--- src/rtl/ex6_observer.sv ---
// rtl/ex6_observer.sv - ex6 controller output-word state tracker (optional OBSERVER_RESYNC_EN)
module ex6_observer #(
    parameter int CNT_W = 16
) (
    input  logic             clk,
    input  logic             rst,
    input  logic             in_valid,
    input  logic [7:0]       y,
    input  logic             x3,
    output logic [3:0]       state,
    output logic             out_valid,
    output logic             err,
    output logic             err_sticky,
    output logic             halted,
    output logic [CNT_W-1:0] count
);

    // Codes with a single destination: legal_from bit i set means legal from state si.
    logic [15:0] legal_from;
    logic [3:0]  fixed_dest;
    logic        known_fixed;

    // Context-dependent codes (0x14, 0x21): destination depends on current state.
    logic [3:0]  ctx_dest;
    logic        ctx_legal;

    logic        legal;
    logic [3:0]  dest;

    // Decode single-destination codes into destination and legal-source mask.
    always_comb begin
        known_fixed = 1'b1;
        fixed_dest  = 4'd1;
        legal_from  = 16'h0000;
        case (y)
            8'h00: begin fixed_dest = 4'd1; legal_from = 16'h0002; end
            8'h1D: begin fixed_dest = 4'd2; legal_from = 16'h055E; end
            8'h03: begin fixed_dest = 4'd4; legal_from = 16'h04DA; end
            8'h0B: begin fixed_dest = 4'd5; legal_from = 16'h0004; end
            8'hAC: begin fixed_dest = 4'd3; legal_from = 16'h0004; end
            8'h1C: begin fixed_dest = 4'd4; legal_from = 16'h0004; end
            8'hA4: begin fixed_dest = 4'd5; legal_from = 16'h0068; end
            8'h70: begin fixed_dest = 4'd7; legal_from = 16'h0090; end
            8'h83: begin fixed_dest = 4'd4; legal_from = 16'h0020; end
            8'h9D: begin fixed_dest = 4'd8; legal_from = 16'h0020; end
            8'h94: begin fixed_dest = 4'd9; legal_from = 16'h0020; end
            default: known_fixed = 1'b0;
        endcase
    end

    // Resolve 0x14 and 0x21 against the tracked state; x3 only matters for 0x14 from s3.
    always_comb begin
        ctx_legal = 1'b0;
        ctx_dest  = state;
        case (y)
            8'h14: begin
                case (state)
                    4'd1, 4'd4, 4'd9: begin ctx_legal = 1'b1; ctx_dest = 4'd3; end
                    4'd6, 4'd10:      begin ctx_legal = 1'b1; ctx_dest = 4'd6; end
                    4'd3:             begin ctx_legal = 1'b1; ctx_dest = x3 ? 4'd6 : 4'd3; end
                    default:          ctx_legal = 1'b0;
                endcase
            end
            8'h21: begin
                case (state)
                    4'd7:    begin ctx_legal = 1'b1; ctx_dest = 4'd10; end
                    4'd10:   begin ctx_legal = 1'b1; ctx_dest = 4'd1;  end
                    default: ctx_legal = 1'b0;
                endcase
            end
            default: ctx_legal = 1'b0;
        endcase
    end

    // Combine both decoders into one accept/reject verdict.
    always_comb begin
        legal = known_fixed ? legal_from[state] : ctx_legal;
        dest  = known_fixed ? fixed_dest : ctx_dest;
    end

    // Track state, pulse accept/reject, count accepted words and latch errors.
    always_ff @(posedge clk or negedge rst) begin
        if (!rst) begin
            state      <= 4'd1;
            out_valid  <= 1'b0;
            err        <= 1'b0;
            err_sticky <= 1'b0;
            halted     <= 1'b0;
            count      <= '0;
        end else begin
            out_valid <= 1'b0;
            err       <= 1'b0;
            if (in_valid && !halted) begin
                if (legal) begin
                    state     <= dest;
                    out_valid <= 1'b1;
                    if (count != {CNT_W{1'b1}}) begin
                        count <= count + 1'b1;
                    end
                end else begin
                    err        <= 1'b1;
                    err_sticky <= 1'b1;
`ifdef OBSERVER_RESYNC_EN
                    // Unambiguous codes tell us where the controller now is.
                    if (known_fixed) begin
                        state <= fixed_dest;
                    end
`else
                    halted <= 1'b1;
`endif
                end
            end
        end
    end

endmodule

--- config.mk ---
export PLATFORM = sky130hd
export DESIGN_NAME = ex6_observer
export DESIGN_NICKNAME = d
export VERILOG_FILES = /design/src/rtl/ex6_observer.sv
export SDC_FILE = /design/constraint.sdc
export NUM_CORES = 1
export LEC_CHECK = 0
export ABC_AREA = 1
export CAP_MARGIN = 0
export CORE_MARGIN = 1.5
export CORE_UTILIZATION = 30
export DETAILED_ROUTE_END_ITERATION = 10
export SLEW_MARGIN = 20
export SYNTH_ARGS = -nofsm -noshare
export SYNTH_HDL_FRONTEND = slang
export SYNTH_SLANG_ARGS = --single-unit
--- constraint.sdc ---
create_clock -name clk -period 3.8 [get_ports clk]
set_input_delay 0.95 -clock clk [delete_from_list [all_inputs] [get_ports clk]]
set_output_delay 0.95 -clock clk [all_outputs]
set_load 0.02 [all_outputs]
### Word level (Yosys, flattened, before mapping)

Index checks and enable logic that the tools add are counted.
Widths: inputs -> output; s select.

* bits in registers: 23
* input port bits: 12
* output and inout bits: 24
* word-level logic and storage cells: 64

* add/subtract/negate cells: 1
* $lt $le $gt $ge: 1
* equality and inequality tests: 22
* mux-type cells: 18
* bitwise gates (word level): 1
* reductions and logical operators: 16

Operator list (count)
* $pmux 11 s7: 1
* $eq 8x8->1 const B: 5
* $pmux 4 s7: 1
* $eq 8x5->1 const B: 3
* $add 16x1->16 const B: 1
* $ne 16x16->1 const B: 1
* $pmux 4 s2: 2
* $eq 4x3->1 const B: 3
* $pmux 4 s3: 1
* $reduce_or 3->1: 4
* $reduce_or 11->1: 1
* $mux 1: 9
* $eq 4x4->1 const B: 2
* $eq 8x2->1 const B: 1
* $eq 8x4->1 const B: 1
* $eq 8x6->1 const B: 1
* $eq 8x7->1 const B: 1
* $logic_not 8->1: 1
* $reduce_or 2->1: 3
* $reduce_or 6->1: 1
* $lt 4x5->1 const B: 1
* $ne 5x2->1 const B: 1
* $reduce_and 5->1: 1
* $bmux 1 s4: 1
* other kinds (12): 12

### Longest topological paths before layout

Gate-level depths: netlist (run 1).

* depth in word-level cells: 8
* depth in mapped cells: 16
* depth with buffers taken out: 16

### Least setup slack after synthesis (run 1)

Ideal clock, no wire load.

* path type: input -> register
* from: in y[6]
* to: reg count[2]
* library setup time: 119 ps
* arrival time: 2171 ps
* data required time: 3681 ps
* slack: 1511 ps
* stages on the path: 15
* buffers on the path: 1
* path through: inv_2 > nand2_1 > nor2_2 > nand2_2 > nand3_2 > nand2_1 > nand2_1 > nand2_1 > nand2_2 > nand3_2 > nand2_2 > nand4_4 > buf_6 > nand2_1 > nand2_1

* word-level cells in the longest chain between the ends: 7
* elaborated cells on any way between the ends: 23
* those cells by class: 12 x eq/ne; 6 x mux; 5 x reduce/logical

Ends and longest elaborated chain
* from (decl): RTL line 8 `input logic [7:0] y,`
* $eq 8x8->1 (tied with other cells): RTL line 35 `case (y)`
* $reduce_or 3->1 (no line)
* $pmux 11 s7: RTL line 35
* $bmux 1 s4: RTL line 77 `legal = known_fixed ? legal_from[state] : ctx_legal;`
* $mux 1 (implied by the code): RTL line 77
* $mux 1 (*): RTL line 77
* $reduce_and 3->1 (no line) (*)
* to (signal assigned): RTL line 98 `count <= count + 1'b1;`
* to (decl): RTL line 15 `output logic [CNT_W-1:0] count`

Every way passes the cells marked *; elsewhere a longest branch is shown, timed or not. The select of a mux whose other input is x is not followed.
A chain may end at the register's enable or synchronous reset.

### Worst setup path after layout (run 1)

* from: in y[2]
* to: reg state[1]

* word-level cells in the longest chain between the ends: 7
* elaborated cells on any way between the ends: 31
* those cells by class: 14 x eq/ne; 9 x mux; 8 x reduce/logical

Ends and longest elaborated chain
* $eq 8x8->1 (tied with other cells): RTL line 35
* $reduce_or 3->1 (no line)
* $pmux 11 s7: RTL line 35
* $bmux 1 s4: RTL line 77
* $mux 1 (implied by the code): RTL line 77
* $mux 1: RTL line 77
* $reduce_and 5->1 (no line)
* to (signal assigned): RTL line 95 `state <= dest;`
* to (decl): RTL line 10 `output logic [3:0] state,`

Parallel ways exist; a longest one is shown, timed or not. The select of a mux whose other input is x is not followed.

==> impl_metrics.ini, run 1 <==
[yosys]
synth-adder-area-share = 0.00653
synth_top_family_by_area = simple AND/OR/NAND/NOR gates
yosysWarnings = 0
synthXorXnorAreaFrac = 0.0640
netlist_area_um2 = 1920
synthMuxAreaShare = 0
async_reset_ff_frac = 1.00
synth_edf_count = 0
syn_area_per_cell_um2 = 6.85
ys_seq_area_frac = 0.301
synth_nets = 293
postSynthCellCount = 280
ys.flop_type = dfrtp_1
ys_ff_latch = 23
synth.distinct_cells = 35
synth_compound_area_frac = 0.0594
synth-simple-area-share = 0.468

[clocking]
postCtsSetupRepairBufs = 0
clk_pin_slew_ns = 0.09
htree_levels = 1
clockBufferDepth = 2
cts_root_buffer = clkbuf_8
postCtsHoldBufs = 0
ctsResizeCount = 0
clk_latency_ns = 0.27
clkSinkCount = 23
cts_buffers = 3
cts_tree = done

[timing]
period_needed_ns = 2.82
slew_viol_final = 0
max_freq_mhz = 354
rsz0062_at_grt = no
min_period_over_period = 0.743
hold_viol_final = 0
fin_worst_skew_ns = 0.00120
final.setup.tns_ns = 0
setup_viol = 0
worst_pin_slew_ns = 0.701
whs_ns = 0.513
relSlewSlack = 0.531

[hold_path]
hold_path_depth = 2
hold_class = flip-flop to flip-flop

[critical_path]
criticalPathCategory = primary input to flip-flop
r2r_cells = 7
arrival_ns = 2.99
worstPathMaxFanout = 22
cp.required_ns = 3.97
start_kind = primary input
critPathCaptureType = flip-flop

[routing]
wire_per_inst_um = 11.8
first_pass_iters = 4
drt_wl_total_um = 4580
drtIter0Drc = 145
drtAntennaViolNets = 0
drt_drc_violations_left = 0
viasPerCell = 4.76
vias = 1858

[grt]
grt_use_total = 0.138
antenna_found_initial = 0
grt_overflow_total = 0
grt_pass1_vias = 1807
grt_max_degree = 24
grt_first_pass_wirelength_um = 8220

[finish]
drive_gt1_frac = 0.140
final_cell_mix = nand2_1, clkdlybuf4s50_1, inv_1
diodes = 0
final_common_cell = nand2_1
nets = 329
syn_to_final_growth_pct = 23.6

[outcome]
outcome = finished clean

[power_and_ir_drop]
p_switching_uw = 122
seqPwrFrac = 0.535
combPwrFrac = 0.120
switching_share = 0.263
ir_drop_v = 0.000125
p_leak_nw = 1.13
powerDensity_nw_per_um2 = 196
internal_power_uw = 342
clkPwrFrac = 0.346

[place]
dp_hpwl_um = 3540
port_buffers = 35
routabilityCongestion = 0.909

[floorplanning]
io_pins = 36
core_area_um2 = 6060
fp-row-count = 28
die_w_um = 82.9
initial_core_util = 0.316
die-area_um2 = 6880
die_y_um = 82.9

[job]
maxCapViolCount = 0
## state kept, by name, summed over array words and instances (netlist names)
name       count
out_valid      1
err            1
halted         1
count         16
state          4
## power groups by stage
| stage | sequential, mW | clock, mW | combinational [mW] |
|---|---|---|---|
| 6_report | 0.248 | 0.160 | 0.0556 |
| 5_1_grt | 0.249 | 0.175 | 0.0623 |
| 4_1_cts | 0.248 | 0.165 | 0.0571 |
| 3_5_place_dp | 0.253 | 0 | 0.0570 |
| 3_3_place_gp | 0.253 | 0 | 0.0564 |
| 2_1_floorplan | 0.254 | 0 | 0.0293 |
## cell type report
cell class                      count  area, um2
Sequential cell                    23        577
Timing Repair Buffer               38        368
Inverter                           37        139
Multi-Input combinational cell    213       1150
Fill cell                         650       3690
Tap cell                           75       93.8
Clock buffer                        3       41.3
Clock inverter                      1       5.00
## metrics by stage
stage	power [mW]	instance area (um2)	setup slack (ns)	utilization	cells
floorplan	0.283	1920	1.51	-	280
global placement	0.310	2330	0.696	0.384	386
detailed placement	0.310	2330	0.680	0.384	386
CTS	0.470	2370	0.972	0.392	390
global route	0.486	2370	0.775	0.391	390
finish	0.464	2370	0.977	0.391	390
## metal layers
| layer | share of wire | GRT usage |
|---|---|---|
| met5 | 0 | 0 |
| met4 | 0.0072 | 0.0197 |
| met3 | 0.048 | 0.0308 |
| met2 | 0.45 | 0.232 |
| met1 | 0.49 | 0.186 |
## Yosys cell counts, types with 2 or more instances
cell,number,area share
buf_2,2,0.0052
nor2_4,3,0.018
dfrtp_1,22,0.29
nor4_1,2,0.0065
o21ai_0,4,0.010
nand3_2,4,0.021
o21bai_1,2,0.0078
nand2_1,87,0.17
inv_1,26,0.051
a211oi_1,2,0.0078
inv_2,11,0.022
a21oi_1,2,0.0052
nand4_1,20,0.065
nand3_1,14,0.037
nor2_2,4,0.013
nor3_1,11,0.029
nor2_1,24,0.047
buf_6,3,0.018
nand2_4,2,0.012
nand2_2,8,0.026
xor2_1,13,0.059
## logic make-up after synthesis
logic type	after synthesis
and+or+nand+nor	182
buffers and inverters	44
DFF	23
AOI/OAI and AO/OA	16
xor gates and xnor gates	14
adders and majority gates	1
## worst paths after layout
path | start | slack [ns] | endpoint
setup / recovery | y[2] | 0.98 | state[1]$_DFFE_PN0P_
hold / removal | state[0]$_DFFE_PN1P_ | 0.51 | state[0]$_DFFE_PN1P_
setup reg to reg | count[0]$_DFFE_PN0P_ | 1.51 | count[13]$_DFFE_PN0P_
hold reg to reg | state[0]$_DFFE_PN1P_ | 0.51 | state[0]$_DFFE_PN1P_
max in group asynchronous | rst | 2.64 | state[0]$_DFFE_PN1P_
min in group asynchronous | rst | 0.64 | halted$_DFFE_PN0P_
## critical path, stage by stage
cell             delay, ns
clkdlybuf4s50_1       0.50
inv_2                 0.12
nand2_4               0.06
nor2_1                0.17
nand2_2               0.12
nand3_2               0.09
nand2_1               0.05
nand2_1               0.06
nand2_1               0.06
nand2_2               0.06
nand3_2               0.10
a21oi_4               0.13
buf_4                 0.24
nand2_1               0.16
nand2_1               0.08
nand2_1               0.04
(Power assumes the default switching activity.)
==> run 2: changes to the inputs <==
==> constraint.sdc (replaced) <==
create_clock -name clk -period 2.65 [get_ports clk]
set_input_delay 0.6625 -clock clk [delete_from_list [all_inputs] [get_ports clk]]
set_output_delay 0.6625 -clock clk [all_outputs]
set_load 0.02 [all_outputs]
==> impl_metrics.ini, run 2 (same netlist as run 1, synthesis figures left out) <==
[finish]
seq_area_um2 = 577
final_cell_mix = nand2_1, clkdlybuf4s50_1, inv_1
finalInstanceArea_um2 = 2410
multi_input_area_um2 = 1150
top_regs = count (16), state (4)
top_register = count
finalNonFillerCells = 393
syn_to_final_growth_pct = 25.8
nets = 332
largest_register_ffs = 16
diodes = 0
fillers = 635
drive_gt1_frac = 0.148
final_common_cell = nand2_1

[grt]
grt_first_pass_wirelength_um = 8500
grt_max_degree = 24
grt_pass1_vias = 1845
antenna_found_initial = 0
grt_use_total = 0.141
grt_overflow_total = 0

[routing]
wire_per_inst_um = 11.7
drtAntennaViolNets = 0
vias = 1881
first_pass_iters = 4
viasPerCell = 4.79
drtIter0Drc = 132
drt_wl_total_um = 4580
drt_drc_violations_left = 0

[critical_path]
r2r_slack_ns = 0.65
worstPathMaxFanout = 16
cp.required_ns = 2.81
r2r_end = count[10]$_DFFE_PN0P_
criticalPathCategory = primary input to flip-flop
critPathCaptureType = flip-flop
arrival_ns = 2.56
r2r_cells = 12
regToRegStartpoint = state[0]$_DFFE_PN1P_
start_kind = primary input

[floorplanning]
die_y_um = 82.9
die-area_um2 = 6880
core_area_um2 = 6060
initial_core_util = 0.316
fp-row-count = 28
io_pins = 36
die_w_um = 82.9

[timing]
setup_viol = 0
rsz0062_at_grt = no
max_freq_mhz = 417
min_period_over_period = 0.904
period_needed_ns = 2.40
hold_viol_final = 0
final_critical_path_setup_slack_ns = 0.254
whs_ns = 0.507
worst_pin_slew_ns = 0.503
final.setup.tns_ns = 0
fin_worst_skew_ns = 0.00473
slew_viol_final = 0
relSlewSlack = 0.662

[place]
dpl-instance-area_um2 = 2360
place_ws_ns = -0.0631
routabilityCongestion = 0.941
dp_hpwl_um = 3540
port_buffers = 35
dpl.cell_count = 389

[power_and_ir_drop]
ir_drop_v = 0.000197
powerDensity_nw_per_um2 = 276
p_leak_nw = 1.15

[clocking]
clkSinkCount = 23
cts_buffers = 3
htree_levels = 1
clk_latency_ns = 0.27
postCtsSetupRepairBufs = 0
cts_root_buffer = clkbuf_8
clk_pin_slew_ns = 0.09
clockBufferDepth = 2
cts_tree = done

[hold_path]
hold_path_depth = 2
holdPathEnd = state[0]$_DFFE_PN1P_
hold_class = flip-flop to flip-flop
min-delay-start = state[0]$_DFFE_PN1P_

[outcome]
outcome = finished clean

[job]
maxCapViolCount = 0
run 2: cell types whose count changed in the layout (fill, tap and decap cells not counted), sizes merged:
cell,previous run,this run
buf,4,6
clkdlybuf4s50,34,35
run 2: layer usage:
| layer | global-route usage | vias up | share of wire |
|---|---|---|---|
| met5 | 0 | - | 0 |
| met4 | 0.0167 | 0 | 0.0037 |
| met3 | 0.0249 | 2 | 0.041 |
| met2 | 0.234 | 41 | 0.46 |
| met1 | 0.199 | 854 | 0.50 |
| li1 | - | 984 | - |
run 2: worst max-delay path by stage:
stage	start	to	slack, ns	cells past startpoint
2_1_floorplan	y[6]	count[2]$_DFFE_PN0P_	0.65	15
3_3_place_gp	y[2]	count[2]$_DFFE_PN0P_	-0.02	13
3_5_place_dp	y[2]	count[10]$_DFFE_PN0P_	-0.06	13
4_1_cts	y[2]	count[10]$_DFFE_PN0P_	0.23	13
5_1_grt	y[4]	count[0]$_DFFE_PN0P_	0.04	14
6_report	y[2]	count[10]$_DFFE_PN0P_	0.25	14
run 2: timing repair:
action	4_1_cts	5_1_grt
hold buffers	0	0
gates resized for setup	0	1
hold endpoints to repair	0	0
endpoints found under the setup margin	0	2
run 2: through the flow:
step / total power, mW / util
after floorplan: 0.406 / -
after global placement: 0.447 / 0.390
after detailed placement: 0.448 / 0.390
after CTS: 0.679 / 0.398
after global routing: 0.703 / 0.398
final: 0.666 / 0.398
run 2: layout make-up:
class,count,share of cell area
multi-input combinational,213,0.476
clock inverter,1,0.00207
timing repair buffer,41,0.169
clock buffer,3,0.0171
tap,75,0.0389
sequential,23,0.239
inverter,37,0.0576
run 2: critical path, cell delays in order:
cell             delay, ns
clkdlybuf4s50_1       0.56
nand2_2               0.08
nor2_1                0.16
nand2_2               0.12
nand3_2               0.11
nand2_1               0.05
nand2_1               0.06
nand2_1               0.05
nand2_2               0.05
nand3_2               0.10
nand2_2               0.11
nand4_4               0.22
nand2_1               0.14
nand2_1               0.06
run 2: power by group:
group / internal (mW) / leakage [nW] / switching [mW]
combinational: 0.0354 / 0.813 / 0.0490
sequential: 0.353 / 0.312 / 0.00297
clock: 0.105 / 0.0255 / 0.120
total: 0.493 / 1.15 / 0.172
